**config.mk**
```make
export PLATFORM = sky130hd
export DESIGN_NAME = module_keypad_scanner
export DESIGN_NICKNAME = d
export VERILOG_FILES = /design/src/rtl/module_keypad_scanner.sv
export SDC_FILE = /design/constraint.sdc
export NUM_CORES = 1
export LEC_CHECK = 0
export CORE_MARGIN = 2
export CORE_UTILIZATION = 29
export CTS_CLUSTER_DIAMETER = 200
export DETAILED_ROUTE_END_ITERATION = 8
export HOLD_SLACK_MARGIN = 0.12
export PLACE_DENSITY = 0.51
export RECOVER_POWER = 50
export SYNTH_ARGS = -nofsm -noshare
export SYNTH_HDL_FRONTEND = slang
export SYNTH_SLANG_ARGS = --single-unit
```
**constraint.sdc**
```tcl
create_clock -name clk -period 2.55 [get_ports clk]
set_clock_uncertainty 0.05 [all_clocks]
set_input_delay 0.255 -clock clk [delete_from_list [all_inputs] [get_ports clk]]
set_output_delay 0.255 -clock clk [all_outputs]
set_load 0.01 [all_outputs]
```
**src/rtl/module_keypad_scanner.sv**
```systemverilog
// 4x4 matrix keypad scanner: rotating active-low column drive, synchronized rows,
// press/release debounce, key code with one-cycle valid. Optional macro: KEYPAD_HEXMAP_EN.
module module_keypad_scanner #(
  parameter int unsigned FREQUENCY      = 27_000_000,
  parameter int unsigned SCAN_HZ        = 1000,
  parameter int unsigned DEBOUNCE_TICKS = 20
) (
  input  logic       clk,
  input  logic       rst,
  input  logic [3:0] row_in,
  output logic [3:0] col_out,
  output logic [3:0] key_code,
  output logic       key_valid,
  output logic       key_held
);

  localparam int unsigned TICK_MAX = FREQUENCY / SCAN_HZ;
  localparam int unsigned CNT_W    = (TICK_MAX > 1) ? $clog2(TICK_MAX) : 1;
  localparam int unsigned DEB_W    = $clog2(DEBOUNCE_TICKS + 1);
  localparam logic [CNT_W-1:0] CNT_LAST = CNT_W'(TICK_MAX - 1);
  localparam logic [DEB_W-1:0] DEB_LAST = DEB_W'(DEBOUNCE_TICKS - 1);

  typedef enum logic [1:0] {
    SCAN,
    DEBOUNCE,
    WAIT_RELEASE
  } state_t;

  state_t           state_q, state_d;
  logic [3:0]       row_m_q, row_m_d;
  logic [3:0]       row_s_q, row_s_d;
  logic [CNT_W-1:0] cnt_q, cnt_d;
  logic [DEB_W-1:0] deb_q, deb_d;
  logic [3:0]       col_q, col_d;
  logic [1:0]       cap_row_q, cap_row_d;
  logic [1:0]       cap_col_q, cap_col_d;
  logic [3:0]       key_code_q, key_code_d;
  logic             key_valid_q, key_valid_d;
  logic             key_held_q, key_held_d;

  logic             tick;
  logic             pressed;
  logic [1:0]       prow;
  logic [1:0]       col_idx;

  function automatic logic [3:0] map_key(input logic [1:0] r, input logic [1:0] c);
`ifdef KEYPAD_HEXMAP_EN
    logic [3:0] code;
    case ({r, c})
      4'h0: code = 4'h1;  4'h1: code = 4'h2;  4'h2: code = 4'h3;  4'h3: code = 4'hA;
      4'h4: code = 4'h4;  4'h5: code = 4'h5;  4'h6: code = 4'h6;  4'h7: code = 4'hB;
      4'h8: code = 4'h7;  4'h9: code = 4'h8;  4'hA: code = 4'h9;  4'hB: code = 4'hC;
      4'hC: code = 4'hE;  4'hD: code = 4'h0;  4'hE: code = 4'hF;  default: code = 4'hD;
    endcase
    return code;
`else
    return {r, c};
`endif
  endfunction

  assign tick    = (cnt_q == CNT_LAST);
  assign pressed = (row_s_q != 4'hF);

  // Lowest-numbered active row wins when several keys share the column.
  always_comb begin
    prow = 2'd0;
    for (int unsigned i = 0; i < 4; i++) begin
      if (!row_s_q[3 - i]) prow = 2'(3 - i);
    end
  end

  always_comb begin
    unique case (col_q)
      4'b1101: col_idx = 2'd1;
      4'b1011: col_idx = 2'd2;
      4'b0111: col_idx = 2'd3;
      default: col_idx = 2'd0;
    endcase
  end

  always_comb begin
    row_m_d     = row_in;
    row_s_d     = row_m_q;
    cnt_d       = tick ? '0 : cnt_q + CNT_W'(1);
    state_d     = state_q;
    deb_d       = deb_q;
    col_d       = col_q;
    cap_row_d   = cap_row_q;
    cap_col_d   = cap_col_q;
    key_code_d  = key_code_q;
    key_valid_d = 1'b0;
    key_held_d  = key_held_q;

    if (tick) begin
      unique case (state_q)
        SCAN: begin
          if (pressed) begin
            cap_row_d = prow;
            cap_col_d = col_idx;
            deb_d     = DEB_W'(1);
            state_d   = DEBOUNCE;
          end else begin
            col_d = {col_q[2:0], col_q[3]};
          end
        end
        DEBOUNCE: begin
          if (!row_s_q[cap_row_q]) begin
            if (deb_q == DEB_LAST) begin
              key_code_d  = map_key(cap_row_q, cap_col_q);
              key_valid_d = 1'b1;
              key_held_d  = 1'b1;
              deb_d       = '0;
              state_d     = WAIT_RELEASE;
            end else begin
              deb_d = deb_q + DEB_W'(1);
            end
          end else begin
            deb_d   = '0;
            state_d = SCAN;
          end
        end
        WAIT_RELEASE: begin
          if (!pressed) begin
            if (deb_q == DEB_LAST) begin
              key_held_d = 1'b0;
              deb_d      = '0;
              state_d    = SCAN;
              col_d      = {col_q[2:0], col_q[3]};
            end else begin
              deb_d = deb_q + DEB_W'(1);
            end
          end else begin
            deb_d = '0;
          end
        end
        default: begin
          deb_d   = '0;
          state_d = SCAN;
        end
      endcase
    end
  end

  always_ff @(posedge clk or posedge rst) begin
    if (rst) begin
      state_q     <= SCAN;
      row_m_q     <= '1;
      row_s_q     <= '1;
      cnt_q       <= '0;
      deb_q       <= '0;
      col_q       <= 4'b1110;
      cap_row_q   <= '0;
      cap_col_q   <= '0;
      key_code_q  <= '0;
      key_valid_q <= 1'b0;
      key_held_q  <= 1'b0;
    end else begin
      state_q     <= state_d;
      row_m_q     <= row_m_d;
      row_s_q     <= row_s_d;
      cnt_q       <= cnt_d;
      deb_q       <= deb_d;
      col_q       <= col_d;
      cap_row_q   <= cap_row_d;
      cap_col_q   <= cap_col_d;
      key_code_q  <= key_code_d;
      key_valid_q <= key_valid_d;
      key_held_q  <= key_held_d;
    end
  end

  assign col_out   = col_q;
  assign key_code  = key_code_q;
  assign key_valid = key_valid_q;
  assign key_held  = key_held_q;

endmodule

```
# == Word-level counts from Yosys, hierarchy flattened ==
# Index checks and enable logic that the tools add are counted.
# totals
register_bits,44
output_inout_bits,10
wordCells,71
input_bits,6
# classes
bitwise,1
eq_ne,15
order_cmp,1
n_reduce_logical,9
add_sub_neg,2
mux,32
# ops
op,count
5-bit 2-to-1 mux,4
2-bit 2-to-1 mux,9
15-bit by 1-bit adder with 15-bit output (second input constant),1
15-bit == test (second input constant),1
15-bit 2-to-1 mux,1
5-bit one-hot mux with 3 select lines,1
4-bit 2-to-1 mux,3
2-bit inequality test (second input constant),6
2-bit one-hot mux with 3 select lines,2
5-bit AND reduction,2
1-bit 2-to-1 mux,9
4-bit == test (second input constant),2
4-bit one-hot mux with 2 select lines,1
6-bit AND reduction,1
5-bit by 1-bit adder with 5-bit output (second input constant),1
5-bit == test (second input constant),1
4-bit by 3-bit == test with 1-bit output (second input constant),1
4-bit inequality test (second input constant),1
4-bit AND reduction,1
2-bit nonzero test,2
2-bit by 3-bit < comparator with 1-bit output (second input constant),1
3-bit inequality test (second input constant),1
3-bit AND reduction,1
1-bit binary-select mux with 2-bit select,1
6 further kinds,6

# == Logic depth before layout (Yosys ltp) ==
# Gate-level depths: netlist of run 1.
# depth
word_depth,5
mapped_depth,5

# == Least setup slack after synthesis of run 1 ==
# OpenSTA, ideal clock, no wires.
# synth_path
path_type,register to register
startpoint,reg cnt_q[9]
endpoint,"reg key_held_q, in the netlist key_held"
stages_incl_launch_ff,5
path_buffers,0
period_less_slack_ns,2.209
setup_ns,0.126
required_time_ns,2.374
path_slack_ns,0.341
t_arrival_ns,2.033
path_cell_list,dfrtp_1 -> or4_4 -> or4_4 -> o31a_1 -> o32a_1
# synth_via
elab_chain_cells,2
# synth_rtl
item,line,source
from (decl),32,"logic [CNT_W-1:0] cnt_q, cnt_d;"
from (signal assigned),161,cnt_q <= cnt_d;
15-bit == test,61,assign tick = (cnt_q == CNT_LAST);
6-bit AND reduction (no line),-,
to (signal assigned),168,key_held_q <= key_held_d;
to (decl),39,"logic key_held_q, key_held_d;"
# No other way between the ends.
# A chain may end at the register's enable or synchronous reset.

# == Worst setup path in the final report of run 1 ==
# layout_path
startpoint,reg cnt_q[10]
endpoint,"reg key_held_q, in the netlist key_held"
# The elaborated chain is that of the path after synthesis.

==> results.json, run 1 <==
{
  "status": "finished clean",
  "cts_tree": "built",
  "fin_crit_sh": 0.909,
  "crit_top_cell": "or4_4",
  "rsz0062_at_grt": "false",
  "via_count": 1467,
  "cp-start-kind": "register",
  "synth_edf_count": 0,
  "gr-total-overflow": 0,
  "dpl_cell_area_sq_mm": 0.00237,
  "antenna_cells": 0,
  "crit_buf_inv": 0,
  "vias_per_cell": 4.91,
  "post-place-ws_ps": 246,
  "grt_pass1_vias": 1448,
  "drc": 0,
  "wl_per_cell_um": 13.5,
  "ys_types": 48,
  "fin_ws_ps": 232,
  "drive_above_1_share": 0.222,
  "cts-htree-levels": 2,
  "grt_max_degree": 24,
  "path_clk_slew_ps": 80,
  "cp_slowest_stage_delay_ps": 580,
  "drv_cap": 0,
  "final.setup.tns_ps": 0,
  "syn-cell-area_sq_mm": 0.00208,
  "io_pins": 16,
  "finalMaxSlewViolations": 0,
  "final_antenna_net_count": 0,
  "synth_fp_nets": 187,
  "die_w_um": 88.6,
  "post_cts_buffers": 0,
  "holdCritPathClass": "register to register",
  "gp_congestion": 0.749,
  "power_mw": 1.32,
  "fin_crit_ps": 2320,
  "leakage_nw": 1.05,
  "cts_resized": 0,
  "grt_pass1_wl_mm": 7.18,
  "clockBufferDepth": 2,
  "finalSetupViolations": 0,
  "cts_root_buf": "clkbuf_8",
  "synth_top_area_frac": 0.398,
  "path_cells": "or4_4 > or4_4 > o31a_1 > o32a_1",
  "synth_ff_type": "dfrtp_1",
  "endpoint_kind": "register",
  "synthTopCellsByCount": "dfrtp_1 (33), mux2_2 (13), nor2_1 (12), dfstp_2 (11), o21ai_0 (9)",
  "synth_top_cell_by_area": "dfrtp_1",
  "cp_max_fo": 6,
  "ctsHoldBuffers": 0,
  "crit_type": "register to register",
  "stdcell_area_sq_mm": 0.00248,
  "routed_wirelength_mm": 4.04,
  "cts_buffers": 5,
  "cp.required_ps": 2680,
  "yosysMostFrequentCell": "dfrtp_1",
  "syn_inst": 179,
  "crit_family": "simple AND/OR/NAND/NOR gates",
  "dieArea_sq_mm": 0.00785,
  "power_density_mw_per_mm2": 530,
  "core-area_sq_mm": 0.00687,
  "dp_hpwl_mm": 2.87,
  "die_y_um": 88.6,
  "row_count": 30,
  "async_flop_share": 1.00,
  "dr.pass1.iters": 4,
  "start_util": 0.302,
  "hold_viol": 0,
  "cts.sinks": 44,
  "cp.arrival_ps": 2450,
  "cpMaxStageDelayCell": "or4_4",
  "vdd_drop_max_mv": 0.325,
  "ys_top_cells_by_area": "dfrtp_1 (40%), dfstp_2 (14%), mux2_2 (7.1%)",
  "relSlewSlack": 0.183,
  "clk_latency_ps": 290,
  "yosys_register_bits": 44,
  "placed_cells": 291,
  "drt_iter0_drc": 91,
  "io_buffers": 15,
  "tightest_slew_ps": 1230,
  "yosysWarnings": 0,
  "avgSynthCellArea_sq_um": 11.6,
  "syn_to_final_growth_pct": 19.6,
  "stdcell_count": 299,
  "nets": 210,
  "ys_seq_area_frac": 0.537,
  "max_freq_ghz": 0.431,
  "antenna_found_initial": 0,
  "gr-usage-all-layers": 0.119
}
## metal layers
metal / GRT usage / vias up / wire length [um]
li1: - / 708 / -
met1: 0.179 / 740 / 2080
met2: 0.167 / 17 / 1790
met3: 0.0280 / 2 / 127
met4: 0.0413 / 0 / 33
met5: 0 / - / 0
## cell families (layout without fill, tap and decap cells)
logic type,after synthesis,after routing,synth area share
buffers and inverters,11,35,0.0223
DFF,44,44,0.537
adders and majority gates,2,2,0.0121
AOI/OAI and AO/OA,29,29,0.0959
and+or+nand+nor,66,66,0.203
muxes,13,13,0.0705
xor gates and xnor gates,14,14,0.0591
## stage by stage
step | util | hold WS, ps
after global placement | 0.345 | 297
after global routing | 0.361 | 313
after floorplan | - | 209
after detailed placement | 0.345 | 297
after CTS | 0.364 | 298
final | 0.361 | 309
## registers in the layout, summed over array words and instances, names as in the netlist
signal,cells
cap_col_q,2
col_out,4
key_code,4
deb_q,5
row_s_q,4
state_q,2
cap_row_q,2
cnt_q,15
row_m_q,4
key_held,1
key_valid,1
## cell type report
class	instances	area (sq um)
Multi-Input combinational cell	124	915
Clock buffer	7	96.3
Timing Repair Buffer	19	176
Fill cell	710	4390
Sequential cell	44	1110
Clock inverter	1	30.0
Inverter	8	30.0
Tap cell	96	120
## power breakdown
group	internal (mW)	switching [mW]	leakage (nW)	total, mW
logic	0.00836	0.0174	0.425	0.0258
registers	0.709	0.00337	0.562	0.712
clock network	0.346	0.232	0.0645	0.577
## cell usage in the layout (no fill, tap or decap), drive strengths merged, types with 2 or more instances in the layout
cell,count
nand4,6
nand2b,4
nand2,7
ha,2
mux2,13
clkbuf,8
nand3,8
inv,7
nor3,4
xor2,6
buf,3
xnor2,8
o211ai,2
o2bb2ai,2
dfstp,11
or4bb,2
o21ai,9
nor4,5
or4,2
a21oi,3
or3,2
dfrtp,33
clkdlybuf4s50,10
nor2,12
and3,6
o2111ai,2
dlygate4sd3,5
## worst paths after layout
path	slack, ps	from	endpoint	cells past startpoint
max	230	cnt_q[10]	key_held	4
min	310	row_m_q[0]	row_s_q[0]	0
max reg2reg	230	cnt_q[10]	key_held	4
min reg2reg	310	row_m_q[0]	row_s_q[0]	0
max in group asynchronous	540	rst	deb_q[3]	3
min in group asynchronous	400	rst	key_code[0]	2
Power figures use the tool's default switching activity.
==> run 2: changes to the inputs <==
Settings changed: GPL_TIMING_DRIVEN from default to 0.
==> results.json, run 2 (synthesis results as in run 1) <==
{
  "status": "finished clean",
  "grt_pass1_vias": 1425,
  "finalSetupViolations": 0,
  "tightest_slew_ps": 1090,
  "final_common_cell": "dfrtp_1",
  "pwr-share-clk": 0.384,
  "fill_cells": 695,
  "cp.arrival_ps": 2530,
  "r2r-start": "cnt_q[12]",
  "cts_buffers": 5,
  "wl_per_cell_um": 13.5,
  "crit_buf_inv": 0,
  "cts.sinks": 44,
  "p_switching_uw": 260,
  "start_util": 0.302,
  "dr.pass1.iters": 4,
  "fin_crit_sh": 0.940,
  "antenna_cells": 0,
  "drt_iter0_drc": 85,
  "seqPwrFrac": 0.594,
  "final_antenna_net_count": 0,
  "cpMaxStageDelayCell": "or4b_2",
  "post_cts_buffers": 0,
  "dp_hpwl_mm": 2.84,
  "drv_cap": 0,
  "io_buffers": 15,
  "endpoint_kind": "register",
  "netSwitchingFraction": 0.217,
  "fin_crit_ps": 2400,
  "cp_slowest_stage_delay_ps": 730,
  "vdd_drop_max_mv": 0.297,
  "nets": 210,
  "cts-htree-levels": 2,
  "path_clk_slew_ps": 80,
  "r2r-end": "cap_row_q[0]",
  "final.setup.tns_ps": 0,
  "core-area_sq_mm": 0.00687,
  "io_pins": 16,
  "worstRegToRegCells": 4,
  "path_cells": "or4b_2 > nor4_4 > nand3_1 > mux2_2",
  "finalMaxSlewViolations": 0,
  "relSlewSlack": 0.272,
  "via_count": 1472,
  "reg2reg_slack_ps": 150,
  "multi_input_area_sq_um": 915,
  "routed_wirelength_mm": 4.04,
  "placed_cells": 291,
  "drc": 0,
  "gr-total-overflow": 0,
  "cp_max_fo": 5,
  "cts_resized": 0,
  "leakage_nw": 1.04,
  "die_y_um": 88.6,
  "syn_to_final_growth_pct": 18.1,
  "p_int_uw": 939,
  "min_from": "row_m_q[0]",
  "drive_above_1_share": 0.212,
  "dieArea_sq_mm": 0.00785,
  "seqCellArea_sq_mm": 0.00111,
  "regMostFlops": "cnt_q",
  "clockBufferDepth": 2,
  "ctsHoldBuffers": 0,
  "cts_tree": "built",
  "stdcell_count": 299,
  "layout_common_cells": "dfrtp_1 (33), mux2_2 (13), nor2_1 (12)",
  "row_count": 30,
  "rsz0062_at_grt": "false",
  "die_w_um": 88.6,
  "cp.required_ps": 2690,
  "cts_root_buf": "clkbuf_8",
  "cp-start-kind": "register",
  "gr-usage-all-layers": 0.119,
  "grt_pass1_wl_mm": 7.15,
  "holdPathEnd": "row_s_q[0]",
  "crit_type": "register to register",
  "largest_reg_flops": 15,
  "clk_latency_ps": 300,
  "antenna_found_initial": 0,
  "grt_max_degree": 26,
  "holdCritPathClass": "register to register",
  "gp_congestion": 0.784,
  "holdWs_ps": 308,
  "power_density_mw_per_mm2": 489,
  "min_path_cells": 0,
  "top_regs": "cnt_q (15), deb_q (5)",
  "vias_per_cell": 4.92,
  "crit_family": "simple AND/OR/NAND/NOR gates",
  "hold_viol": 0,
  "max_freq_ghz": 0.417,
  "p_comb_frac": 0.022
}
-- run 2: per-stage QoR --
step | utilization | instance area, sq um | power (mW) | setup WS (ps)
after floorplan | - | 2080 | 0.740 | 341
after global placement | 0.342 | 2350 | 0.753 | 158
after detailed placement | 0.344 | 2370 | 0.758 | 164
after CTS | 0.358 | 2460 | 1.22 | 156
after global routing | 0.357 | 2450 | 1.26 | 11.6
final | 0.357 | 2450 | 1.20 | 153
-- run 2: power groups by stage --
stage	logic, mW	registers, mW	clock network (mW)
global placement	0.0278	0.725	0
detailed placement	0.0321	0.726	0
CTS	0.0321	0.713	0.480
global route	0.0308	0.714	0.516
floorplan	0.0149	0.725	0
finish	0.0261	0.712	0.460
-- run 2: final cells by class --
type	count	share of cell area
clock inverter	1	0.00306
clock buffer	7	0.0352
sequential	44	0.455
timing repair buffer	16	0.0663
multi-input combinational	124	0.373
inverter	8	0.0122
tap	96	0.0490
buffer	3	0.00663
-- run 2: worst register-to-register path, cell delays in order (launching register included) --
cell and delay [ps]:
dfrtp_1 450, or4b_2 730, nor4_4 430, nand3_1 290
mux2_2 340
-- run 2: worst max-delay path by stage --
stage | endpoint | start | depth (start not counted) | slack (ps)
2_1_floorplan | key_held | cnt_q[9] | 4 | 340
4_1_cts | cap_row_q[0] | cnt_q[12] | 4 | 160
3_3_place_gp | cap_row_q[0] | cnt_q[12] | 4 | 160
6_report | cap_row_q[0] | cnt_q[12] | 4 | 150
3_5_place_dp | cap_col_q[0] | cnt_q[12] | 4 | 160
5_1_grt | key_code[3] | deb_q[0] | 4 | 10
-- run 2: per-layer routing --
layer	global-route usage	part of all wire	vias up	routed length (um)
li1	-	-	711	-
met1	0.169	0.49	734	1980
met4	0.0537	0.012	0	48
met5	0	0	-	0
met2	0.172	0.46	23	1880
met3	0.0280	0.033	4	133
